==> src/rtl/pea_enable_sched.sv <==
// Firing-enable scheduler for a three-phase polynomial-evaluation actor.
// Optional stall counter on OUTPUT back-pressure: define PEA_ENABLE_STALL_CNT_EN.
module pea_enable_sched #(
    parameter int WORD_SIZE   = 16,
    parameter int BUFFER_SIZE = 1024,
    parameter int STALL_W     = 16,
    localparam int CW = (BUFFER_SIZE <= 1) ? 1 : $clog2(BUFFER_SIZE)
) (
    input  logic               clk,
    input  logic               rst,
    input  logic [CW-1:0]      command_pop,
    input  logic [CW-1:0]      data_pop,
    input  logic [CW-1:0]      result_free_space,
    input  logic [CW-1:0]      status_free_space,
    input  logic [2:0]         mode,
    input  logic [4:0]         b,
    input  logic [3:0]         N,
    input  logic               fire,
    input  logic               done,
    output logic               enable,
    output logic [1:0]         phase,
`ifdef PEA_ENABLE_STALL_CNT_EN
    output logic               busy,
    output logic               fire_err,
    output logic [STALL_W-1:0] stall_count
`else
    output logic               busy,
    output logic               fire_err
`endif
);

    localparam int CMP_W = (CW > 5) ? CW : 5;
    localparam logic [CMP_W-1:0] ONE_C = {{(CMP_W-1){1'b0}}, 1'b1};

    localparam logic [2:0] MODE_GET_COMMAND = 3'd0;
    localparam logic [2:0] MODE_STP         = 3'd1;
    localparam logic [2:0] MODE_EVP         = 3'd2;
    localparam logic [2:0] MODE_EVB         = 3'd3;
    localparam logic [2:0] MODE_RST         = 3'd4;

    typedef enum logic [1:0] {
        PH_SETUP_COMP = 2'd0,
        PH_COMP       = 2'd1,
        PH_OUTPUT     = 2'd2
    } phase_t;

    if (WORD_SIZE < 1 || STALL_W < 1) begin : g_param_check
        $error("pea_enable_sched: WORD_SIZE and STALL_W must be positive");
    end

    phase_t      phase_r, phase_nxt_s;
    logic        busy_r;
    logic        enable_r;
    logic        fire_err_r;
    logic        rst_dly_r;
    logic [2:0]  held_mode_r;
    logic [4:0]  held_b_r;
    logic [3:0]  held_n_r;

    logic             ready_s;
    logic             fire_acc_s;
    logic             done_acc_s;
    logic             enable_nxt_s;
    logic [CMP_W-1:0] cmd_x_s, data_x_s, result_x_s, status_x_s;
    logic [CMP_W-1:0] b_x_s, np1_x_s, r_x_s;

    // Zero-extend every comparison operand to a common width.
    always_comb begin
        cmd_x_s    = CMP_W'(command_pop);
        data_x_s   = CMP_W'(data_pop);
        result_x_s = CMP_W'(result_free_space);
        status_x_s = CMP_W'(status_free_space);
        b_x_s      = CMP_W'(b);
        np1_x_s    = CMP_W'({1'b0, N} + 5'd1);
        if (held_mode_r == MODE_EVB) begin
            r_x_s = CMP_W'(held_b_r);
        end else begin
            r_x_s = ONE_C;
        end
    end

    // Readiness term for the current phase; OUTPUT uses the values latched at fire.
    always_comb begin
        ready_s = 1'b0;
        case (phase_r)
            PH_SETUP_COMP: begin
                case (mode)
                    MODE_GET_COMMAND: ready_s = (cmd_x_s >= ONE_C);
                    MODE_STP:         ready_s = (data_x_s >= np1_x_s);
                    MODE_EVP:         ready_s = (data_x_s >= ONE_C);
                    MODE_EVB:         ready_s = (b != 5'd0) && (data_x_s >= b_x_s);
                    MODE_RST:         ready_s = 1'b1;
                    default:          ready_s = 1'b0;
                endcase
            end
            PH_COMP:   ready_s = ~busy_r;
            PH_OUTPUT: ready_s = (status_x_s >= ONE_C) && (result_x_s >= r_x_s);
            default:   ready_s = 1'b0;
        endcase
    end

    // Handshake qualification; a done in the same cycle always wins over fire.
    always_comb begin
        done_acc_s   = done & busy_r;
        fire_acc_s   = fire & enable_r & ~busy_r & ~done;
        enable_nxt_s = ready_s & ~busy_r & ~fire_acc_s & ~done_acc_s & ~rst_dly_r;
    end

    // Phase next-state decode.
    always_comb begin
        phase_nxt_s = phase_r;
        if (done_acc_s) begin
            case (phase_r)
                PH_COMP: begin
                    if (held_mode_r == MODE_EVP || held_mode_r == MODE_EVB) begin
                        phase_nxt_s = PH_OUTPUT;
                    end else begin
                        phase_nxt_s = PH_SETUP_COMP;
                    end
                end
                PH_OUTPUT: phase_nxt_s = PH_SETUP_COMP;
                default:   phase_nxt_s = phase_r;
            endcase
        end else if (fire_acc_s && phase_r == PH_SETUP_COMP) begin
            phase_nxt_s = PH_COMP;
        end else begin
            phase_nxt_s = phase_r;
        end
    end

    // Phase, handshake and latched-command state.
    always_ff @(posedge clk) begin
        if (rst) begin
            phase_r     <= PH_SETUP_COMP;
            busy_r      <= 1'b0;
            enable_r    <= 1'b0;
            fire_err_r  <= 1'b0;
            rst_dly_r   <= 1'b1;
            held_mode_r <= 3'd0;
            held_b_r    <= 5'd0;
            held_n_r    <= 4'd0;
        end else begin
            phase_r   <= phase_nxt_s;
            enable_r  <= enable_nxt_s;
            rst_dly_r <= 1'b0;
            if (fire_acc_s) begin
                busy_r <= 1'b1;
            end else if (done_acc_s) begin
                busy_r <= 1'b0;
            end
            if (fire && !fire_acc_s) begin
                fire_err_r <= 1'b1;
            end
            // A new invocation starts only from SETUP_COMP; OUTPUT reuses the held command.
            if (fire_acc_s && phase_r == PH_SETUP_COMP) begin
                held_mode_r <= mode;
                held_b_r    <= b;
                held_n_r    <= N;
            end
        end
    end

`ifdef PEA_ENABLE_STALL_CNT_EN
    logic [STALL_W-1:0] stall_cnt_r;

    // Saturating count of idle OUTPUT cycles spent waiting on downstream space.
    always_ff @(posedge clk) begin
        if (rst) begin
            stall_cnt_r <= {STALL_W{1'b0}};
        end else if (phase_r == PH_OUTPUT && !busy_r && !ready_s && !(&stall_cnt_r)) begin
            stall_cnt_r <= stall_cnt_r + {{(STALL_W-1){1'b0}}, 1'b1};
        end
    end

    assign stall_count = stall_cnt_r;
`endif

    assign enable   = enable_r;
    assign phase    = phase_r;
    assign busy     = busy_r;
    assign fire_err = fire_err_r;

    logic unused_s;
    assign unused_s = ^held_n_r;

endmodule

==> config.mk <==
export PLATFORM = sky130hd
export DESIGN_NAME = pea_enable_sched
export DESIGN_NICKNAME = d
export VERILOG_FILES = /design/src/rtl/pea_enable_sched.sv
export SDC_FILE = /design/constraint.sdc
export NUM_CORES = 1
export LEC_CHECK = 0
export ABC_AREA = 1
export ABC_CLOCK_PERIOD_IN_PS = 2200
export CAP_MARGIN = 25
export CORE_MARGIN = 1.5
export CORE_UTILIZATION = 35
export CTS_CLUSTER_SIZE = 28
export DETAILED_ROUTE_END_ITERATION = 16
export HOLD_SLACK_MARGIN = 0.03
export PLACE_DENSITY = 0.71
export SYNTH_ARGS = -nofsm -noshare
export SYNTH_HDL_FRONTEND = slang
export SYNTH_SLANG_ARGS = --single-unit
==> constraint.sdc <==
create_clock -name clk -period 2.2 [get_ports clk]
set_input_delay 0.22 -clock clk [delete_from_list [all_inputs] [get_ports clk]]
set_output_delay 0.22 -clock clk [all_outputs]
set_load 0.01 [all_outputs]
# Word level (Yosys, flattened, before mapping)
# Cells that the tools add are included.
[classes]
add_sub_neg = 1
order_cmp = 6
eq_ne = 9
mux = 10
n_bitwise = 13
reduce_logical = 12
[ops]
columns = ["cell", "n"]
rows = [
  ["$ge A10 B1 Y1 const B", 3],
  ["$ge A10 B5 Y1", 2],
  ["$eq A3 B2 Y1 const B", 4],
  ["$ge A10 B10 Y1", 1],
  ["$and A1 B1 Y1", 8],
  ["$mux W2", 3],
  ["$add A4 B1 Y5 const B", 1],
  ["$mux W5", 1],
  ["$not A1 Y1", 5],
  ["$pmux W1 S5", 1],
  ["$reduce_bool A5 Y1", 1],
  ["$logic_and A1 B1 Y1", 4],
  ["$pmux W2 S2", 1],
  ["$reduce_bool A2 Y1", 2],
  ["$eq A3 B1 Y1 const B", 1],
  ["$eq A3 B3 Y1 const B", 1],
  ["$logic_not A3 Y1", 1],
  ["$mux W1", 3],
  ["$ne A3 B1 Y1 const B", 1],
  ["$pmux W1 S3", 1],
  ["$eq A2 B1 Y1 const B", 1],
  ["$eq A2 B2 Y1 const B", 1],
  ["$logic_not A2 Y1", 1],
  ["$reduce_and A2 Y1", 1],
  ["other kinds (2)", 2],
]
[word_totals]
reg_bits = 14
input_bits = 56

# Depth between registers and ports, before layout
[logic_depth]
depth_word = 9
mapped_depth = 13

# Least setup slack after synthesis
# Ideal clock, no wire load.
[synth_timing]
path_type = "register -> register"
from = "register held_mode_r[2]"
to = "register enable_r (netlist: enable)"
setup_ps = 120
t_arrival_ps = 1446
slack_ps = 634
stages_incl_launch_ff = 14
period_less_slack_ps = 1566
path_cell_list = "dfxtp_1 -> inv_2 -> nand2_1 -> nor2_1 -> nand2_1 -> ha_1 -> nand2_1 -> nand2_1 -> nand2_1 -> nand2_1 -> nor2_1 -> nand3_1 -> a21oi_1 -> a21oi_1"
[synth_via]
elab_chain_len = 9
[synth_rtl]
columns = ["item", "line_no", "text"]
rows = [
  ["start: declaration", "56", "logic [2:0] held_mode_r;"],
  ["start signal: assignment", "156", "held_mode_r <= mode;"],
  ["$eq A3 B2 Y1", "75", "if (held_mode_r == MODE_EVB) begin"],
  ["$mux W5", "75", ""],
  ["$ge A10 B10 Y1", "97", "PH_OUTPUT: ready_s = (status_x_s >= ONE_C) && (result_x_s >= r_x_s);"],
  ["$logic_and A1 B1 Y1", "97", ""],
  ["$pmux W1 S3", "85", "case (phase_r)"],
  ["$and A1 B1 Y1 (4 in a row)", "106", "enable_nxt_s = ready_s & ~busy_r & ~fire_acc_s & ~done_acc_s & ~rst_dly_r;"],
  ["end signal: assignment", "144", "enable_r <= enable_nxt_s;"],
  ["end: declaration", "53", "logic enable_r;"],
]
# Every way passes these cells.
# A chain may end at the register's enable or synchronous reset.

# Worst setup path after layout
# Same ends and word-level chain as after synthesis.

==> impl_metrics.env <==
export IMPL_hp_class="reg2reg"
export IMPL_drc=0
export IMPL_crit_chain="inv_2 > nand2_1 > nor2_1 > nand2_1 > ha_1 > nand2_1 > nand2_1 > nand2_1 > nand2_1 > nor2_1 > nand3_1 > a21oi_1 > a21oi_1"
export IMPL_num_rows=21
export IMPL_fin_tns_setup_ns=0
export IMPL_cts_hold_buf=0
export IMPL_drive_gt1_share_pct=7.12
export IMPL_yosysMostFrequentCell="nand2_1"
export IMPL_timing_max_cap_violations=0
export IMPL_pwr_density_cell_nw_per_um2=345
export IMPL_postCtsSetupBuffers=0
export IMPL_synth_edf_count=0
export IMPL_fmax_mhz=549
export IMPL_stdcell_area_um2=1950
export IMPL_cts_tree="yes"
export IMPL_dr_pass1_iters=4
export IMPL_cp_arrival_ns=2.00
export IMPL_max_slew_margin_pct=69.6
export IMPL_worstSetupPathType="reg2reg"
export IMPL_dp_hpwl_um=2600
export IMPL_via_per_inst=4.50
export IMPL_irDropWorstVdd_v=0.000143
export IMPL_cp_start_kind="flop"
export IMPL_grt_pass1_wl_um=5430
export IMPL_cts_root_buf="clkbuf_4"
export IMPL_rsz0062_at_grt="false"
export IMPL_dpl_instance_area_um2=1910
export IMPL_worstSetupEndpointType="flop"
export IMPL_worstMarginPinSlew_ns=0.455
export IMPL_status="completed"
export IMPL_die_area_um2=3970
export IMPL_initialDrtViolationCount=36
export IMPL_clock_sinks=14
export IMPL_cts_resized=0
export IMPL_clk_latency_ns=0.29
export IMPL_crit_buf_inv=1
export IMPL_synth_area_top_cells="dfxtp_1, ha_1, nand2_1"
export IMPL_ant_nets=0
export IMPL_slowest_stage="dfxtp_1"
export IMPL_grt_usage_pct=16.9
export IMPL_initial_utilization_pct=37.2
export IMPL_finalWirelength_um=3010
export IMPL_port_buffers=60
export IMPL_synth_area_um2=1260
export IMPL_total_power_mw=0.671
export IMPL_crit_required_ns=2.38
export IMPL_maxSlewViolCount=0
export IMPL_hold_viol=0
export IMPL_antenna_found_initial=0
export IMPL_finClkSkew_ns=0.00698
export IMPL_nets=340
export IMPL_setup_viol=0
export IMPL_yosysWarningCount=0
export IMPL_synth_cells=204
export IMPL_wl_per_cell_um=9.60
export IMPL_clk_pin_slew_ns=0.09
export IMPL_synth_top_cell_area_share_pct=22.2
export IMPL_die_x_um=63
export IMPL_htree_levels=1
export IMPL_grt_start_max_net_pins=14
export IMPL_cts_buffers=3
export IMPL_via_count=1409
export IMPL_cts_buffer_depth=2
export IMPL_path_delay_family="simple AND/OR/NAND/NOR gates"
export IMPL_syn_num_nets=276
export IMPL_cpPeakStageDelay_ns=0.32
export IMPL_worst_path_most_repeated_cell="nand2_1"
export IMPL_synth_top_area_cell="dfxtp_1"
export IMPL_io_pins=61
export IMPL_place_congestion=0.880
export IMPL_ys_seq_elements=14
export IMPL_fin_crit_ns=1.82
export IMPL_yosysUniqueCellTypes=26
export IMPL_synth_area_per_cell_um2=6.18
export IMPL_die_h_um=63
export IMPL_fin_crit_sh_pct=82.7
export IMPL_p_leak_nw=0.830
export IMPL_antenna_cells=0
export IMPL_area_delta_synth_final_pct=54.5
export IMPL_synthTopCellsByCount="nand2_1, nor2_1, inv_1"
export IMPL_synthArstFlopShare_pct=0
export IMPL_synth_main_ff_cell="dfxtp_1"
export IMPL_critical_path_peak_fanout=5
export IMPL_n_fill_cell=350
export IMPL_synth_seq_area_share_pct=22.2
export IMPL_coreArea_um2=3390
export IMPL_gr_total_overflow=0
export IMPL_grt_pass1_vias=1320
## cells by family (layout without fill, tap and decap cells)
kind of cell    Yosys count  after routing  synth area share (%)
flops                    14             14                  22.2
compound gates           22             22                  11.5
buf+inv                  37            100                  11.6
simple gates            113            113                  37.3
xor+xnor                  2              2                  1.39
fa+ha+maj                16             16                  15.9
## routing by layer
| layer | wire [um] | up-vias | share of wire (%) | GRT usage (%) |
|---|---|---|---|---|
| li1 | - | 771 | - | - |
| met1 | 1330 | 588 | 44 | 19.8 |
| met2 | 1400 | 46 | 47 | 29.5 |
| met3 | 220 | 4 | 7.3 | 3.24 |
| met4 | 49 | 0 | 1.6 | 7.50 |
| met5 | 0 | - | 0 | 0 |
## stage by stage
stage                     setup WS [ns]  hold WS (ns)  cells  util, %
after global routing              0.109         0.487    313     57.4
after detailed placement          0.141         0.455    309     56.4
final                             0.380         0.465    313     57.4
after floorplan                   0.634         0.248    204        -
after CTS                         0.342         0.468    313     57.4
after global placement            0.218         0.447    309     56.4
## worst register-to-register path: cells and delay by family, from the launching register on
| kind | cells | cell delay (ns) |
|---|---|---|
| simple gates | 9 | 0.81 |
| fa+ha+maj | 1 | 0.30 |
| compound gates | 2 | 0.26 |
| buf+inv | 1 | 0.05 |
| flops | 1 | 0.32 |
## final timing paths
check,startpoint,to,slack (ns),cells past startpoint
max,held_mode_r[2],enable,0.38,13
min,held_b_r[2],held_b_r[2],0.47,2
max reg2reg,held_mode_r[2],enable,0.38,13
min reg2reg,held_b_r[2],held_b_r[2],0.47,2
## final cells by class
type | count | area (um^2) | share of cell area (%)
clock buffer | 4 | 36.3 | 1.86
timing repair buffer | 61 | 608 | 31.2
sequential | 14 | 280 | 14.4
multi-input combinational | 153 | 833 | 42.8
inverter | 35 | 131 | 6.75
tap | 46 | 57.6 | 2.96
## power breakdown
part	internal, mW	switching [mW]
Sequential	0.260	0.00426
Clock	0.101	0.0859
Combinational	0.133	0.0871
## layout by cell type (no fill, tap or decap), drive strengths merged, types with 2 or more instances in the layout
master,count
a211oi,3
a21oi,13
clkbuf,4
clkdlybuf4s50,60
dfxtp,14
ha,16
inv,34
nand2,49
nand3,11
nand4,2
nor2,43
nor3,5
o21ai,3
## registers in the layout, indices dropped and copies added, names as in the netlist
signal / cells
enable: 1
held_b_r: 5
held_mode_r: 3
busy: 1
rst_dly_r: 1
phase: 2
fire_err: 1
Note: power is estimated with default switching activity, not from simulation.
==> RTL edit, RTL diff (same settings) <==
Set the parameter `BUFFER_SIZE` to 4096 (it was 1024).
--- a/src/rtl/pea_enable_sched.sv
+++ b/src/rtl/pea_enable_sched.sv
@@ -3,5 +3,5 @@
 module pea_enable_sched #(
     parameter int WORD_SIZE   = 16,
-    parameter int BUFFER_SIZE = 1024,
+    parameter int BUFFER_SIZE = 4096,
     parameter int STALL_W     = 16,
     localparam int CW = (BUFFER_SIZE <= 1) ? 1 : $clog2(BUFFER_SIZE)
Interface: changed (resized command_pop, data_pop, result_free_space and status_free_space); port bits go from 61 to 69. No check against the original RTL was run, so the function may have changed too.
==> RTL edit against the original RTL <==
Sequential cell count unchanged. Synthesized area grew 4.7%. Critical path depth did not move. Die area rose by 4.4%. Combinational power is 10% higher. Synthesized cell count grew 5.9%. Total power rose by 12%. Worst setup slack got worse by 0.0025 ns. Count of clock-buffer cells in the layout unchanged. Final area rose by 7.8%. Non-clock buffer count up 7. Sequential share of layout area is 1.0 points lower. Wire length grew 6.4%.
==> RTL edit: results (changes against the original RTL) <==
* Status: finished clean (unchanged)
* Main area contributors after synthesis: dfxtp_1, nand2_1, ha_1 (was dfxtp_1, ha_1, nand2_1)
* Initial antenna violation count at 0 (unchanged)
* Largest net degree at the start of global routing at 15 (was 14)
* Drt pass-1 iters at 4 (unchanged)
* Worst Path Arrival at 2.00 ns (about the same)
* Syn nets at 296 (was 276)
* Max reg flops at 5 (unchanged)
* CTS buffer count at 3 (unchanged)
* Most used DFF post-synth: dfxtp_1 (unchanged)
* Clock root cell: clkbuf_8 (was clkbuf_4)
* Setup bufs post-CTS at 0 (unchanged)
* Fin nets at 367 (was 340)
* Via count at 1506 (was 1409)
* Most common library cells after synthesis: nand2_1, nor2_1, inv_1, ha_1, a21oi_1 (was nand2_1, nor2_1, inv_1, ha_1, dfxtp_1)
* Clock skew at 0.005288 ns (was 0.006982 ns)
* Port Buffers at 68 (was 60)
* Slowest-stage cell, CP: dfxtp_1 (unchanged)
* Clock Power at 244 uW (was 187 uW)
* Clk_lat worst skew at 0.24 ns (was 0.29 ns)
* Ys Warns at 0 (unchanged)
* Seq pwr share at 35.3% (was 39.4%)
* Routed WL at 3197 um (was 3006 um)
* Critical path startpoint category: flip-flop (unchanged)
* CTS H-Tree Depth at 1 (unchanged)
* Initial DRC Count at 37 (was 36)
* Worst hold path type: flip-flop to flip-flop (unchanged)
* # resized after CTS at 0 (unchanged)
* Final Wtd Congestion at 0.8531 (was 0.8802)
* Worst-Margin Slew at 0.5456 ns (was 0.4552 ns)
* Sequential area share after synthesis at 21.25% (was 22.24%)
* Longest Clk Path Bufs at 2 (unchanged)
* Reg with most FFs: held_b_r (unchanged)
* Psw at 183.5 uW (was 177.3 uW)
* First-pass GRT wire length at 5685 um (was 5430 um)
* Post-DP HPWL at 2769 um (was 2599 um)
* GRT Resource Usage Total at 16.45% (was 16.88%)
* Leakage at 0.0009039 uW (was 0.0008303 uW)
* Placed cell area at 0.002044 mm^2 (was 0.001911 mm^2)
* Peak VDD IR at 0.1648 mV (was 0.1430 mV)
* Asr flop ratio synth at 0% (unchanged)
* Clock slew at reported path FFs at 0.06 ns (was 0.09 ns)
* Layout cells sized above 1 at 5.944% (was 7.116%)
* Inserted Diodes at 0 (unchanged)
* Crit-path max FO at 5 (unchanged)
* R2r setup slk at 0.38 ns
* Cell variety after synth at 29 (was 26)
* Crit-path max cell delay at 0.29 ns (was 0.32 ns)
* Largest delay share family, worst path: simple AND/OR/NAND/NOR gates (unchanged)
==> RTL edit: cell count changes after synthesis, moves of 3 or more <==
cell	before	now
inv_2	7	2
inv_1	27	33
a21oi_1	12	15
nand2_1	48	55
==> RTL edit: metal layers <==
metal	vias to the layer above	GRT usage, %	routed length, um
li1	823	-	-
met1	641	19.06	1431
met2	40	31.38	1541
met3	2	2.817	202
met4	0	3.191	21
met5	-	0	0
==> RTL edit: layout make-up <==
class,instances,area (um^2)
Timing Repair Buffer,68,680.7
Inverter,35,131.4
Clock buffer,4,55.05
Multi-Input combinational cell,165,892.1
Sequential cell,14,280.3
Tap cell,48,60.06
Fill cell,380,1534
==> RTL edit: cells by family after synthesis <==
group                      count (synthesis)  share of synthesized area, %
and+or+nand+nor                          122                         38.90
AOI/OAI and AO/OA                         25                         12.24
adders and majority gates                 16                         15.18
buffers and inverters                     37                         11.10
xor gates and xnor gates                   2                         1.329
DFF                                       14                         21.25
==> RTL edit: metrics by stage <==
stage	util (%)	setup slack (ns)	instances	hold WS (ns)	total power, uW
2_1_floorplan	-	0.6078	216	0.2477	366.8
3_5_place_dp	56.27	0.1849	330	0.4572	514.1
4_1_cts	57.78	0.3379	334	0.4659	757.3
6_report	57.78	0.3771	334	0.4614	751.5
5_1_grt	57.78	0.1163	334	0.4803	799.9
3_3_place_gp	56.27	0.2059	330	0.4552	510.5
==> RTL edit: final timing paths <==
| check | start | to | depth (start not counted) |
|---|---|---|---|
| worst max-delay path | held_mode_r[2] | enable | 13 |
| worst min-delay path | held_b_r[1] | held_b_r[1] | 2 |
| worst max register to register | held_mode_r[2] | enable | 13 |
| worst min register to register | held_b_r[1] | held_b_r[1] | 2 |
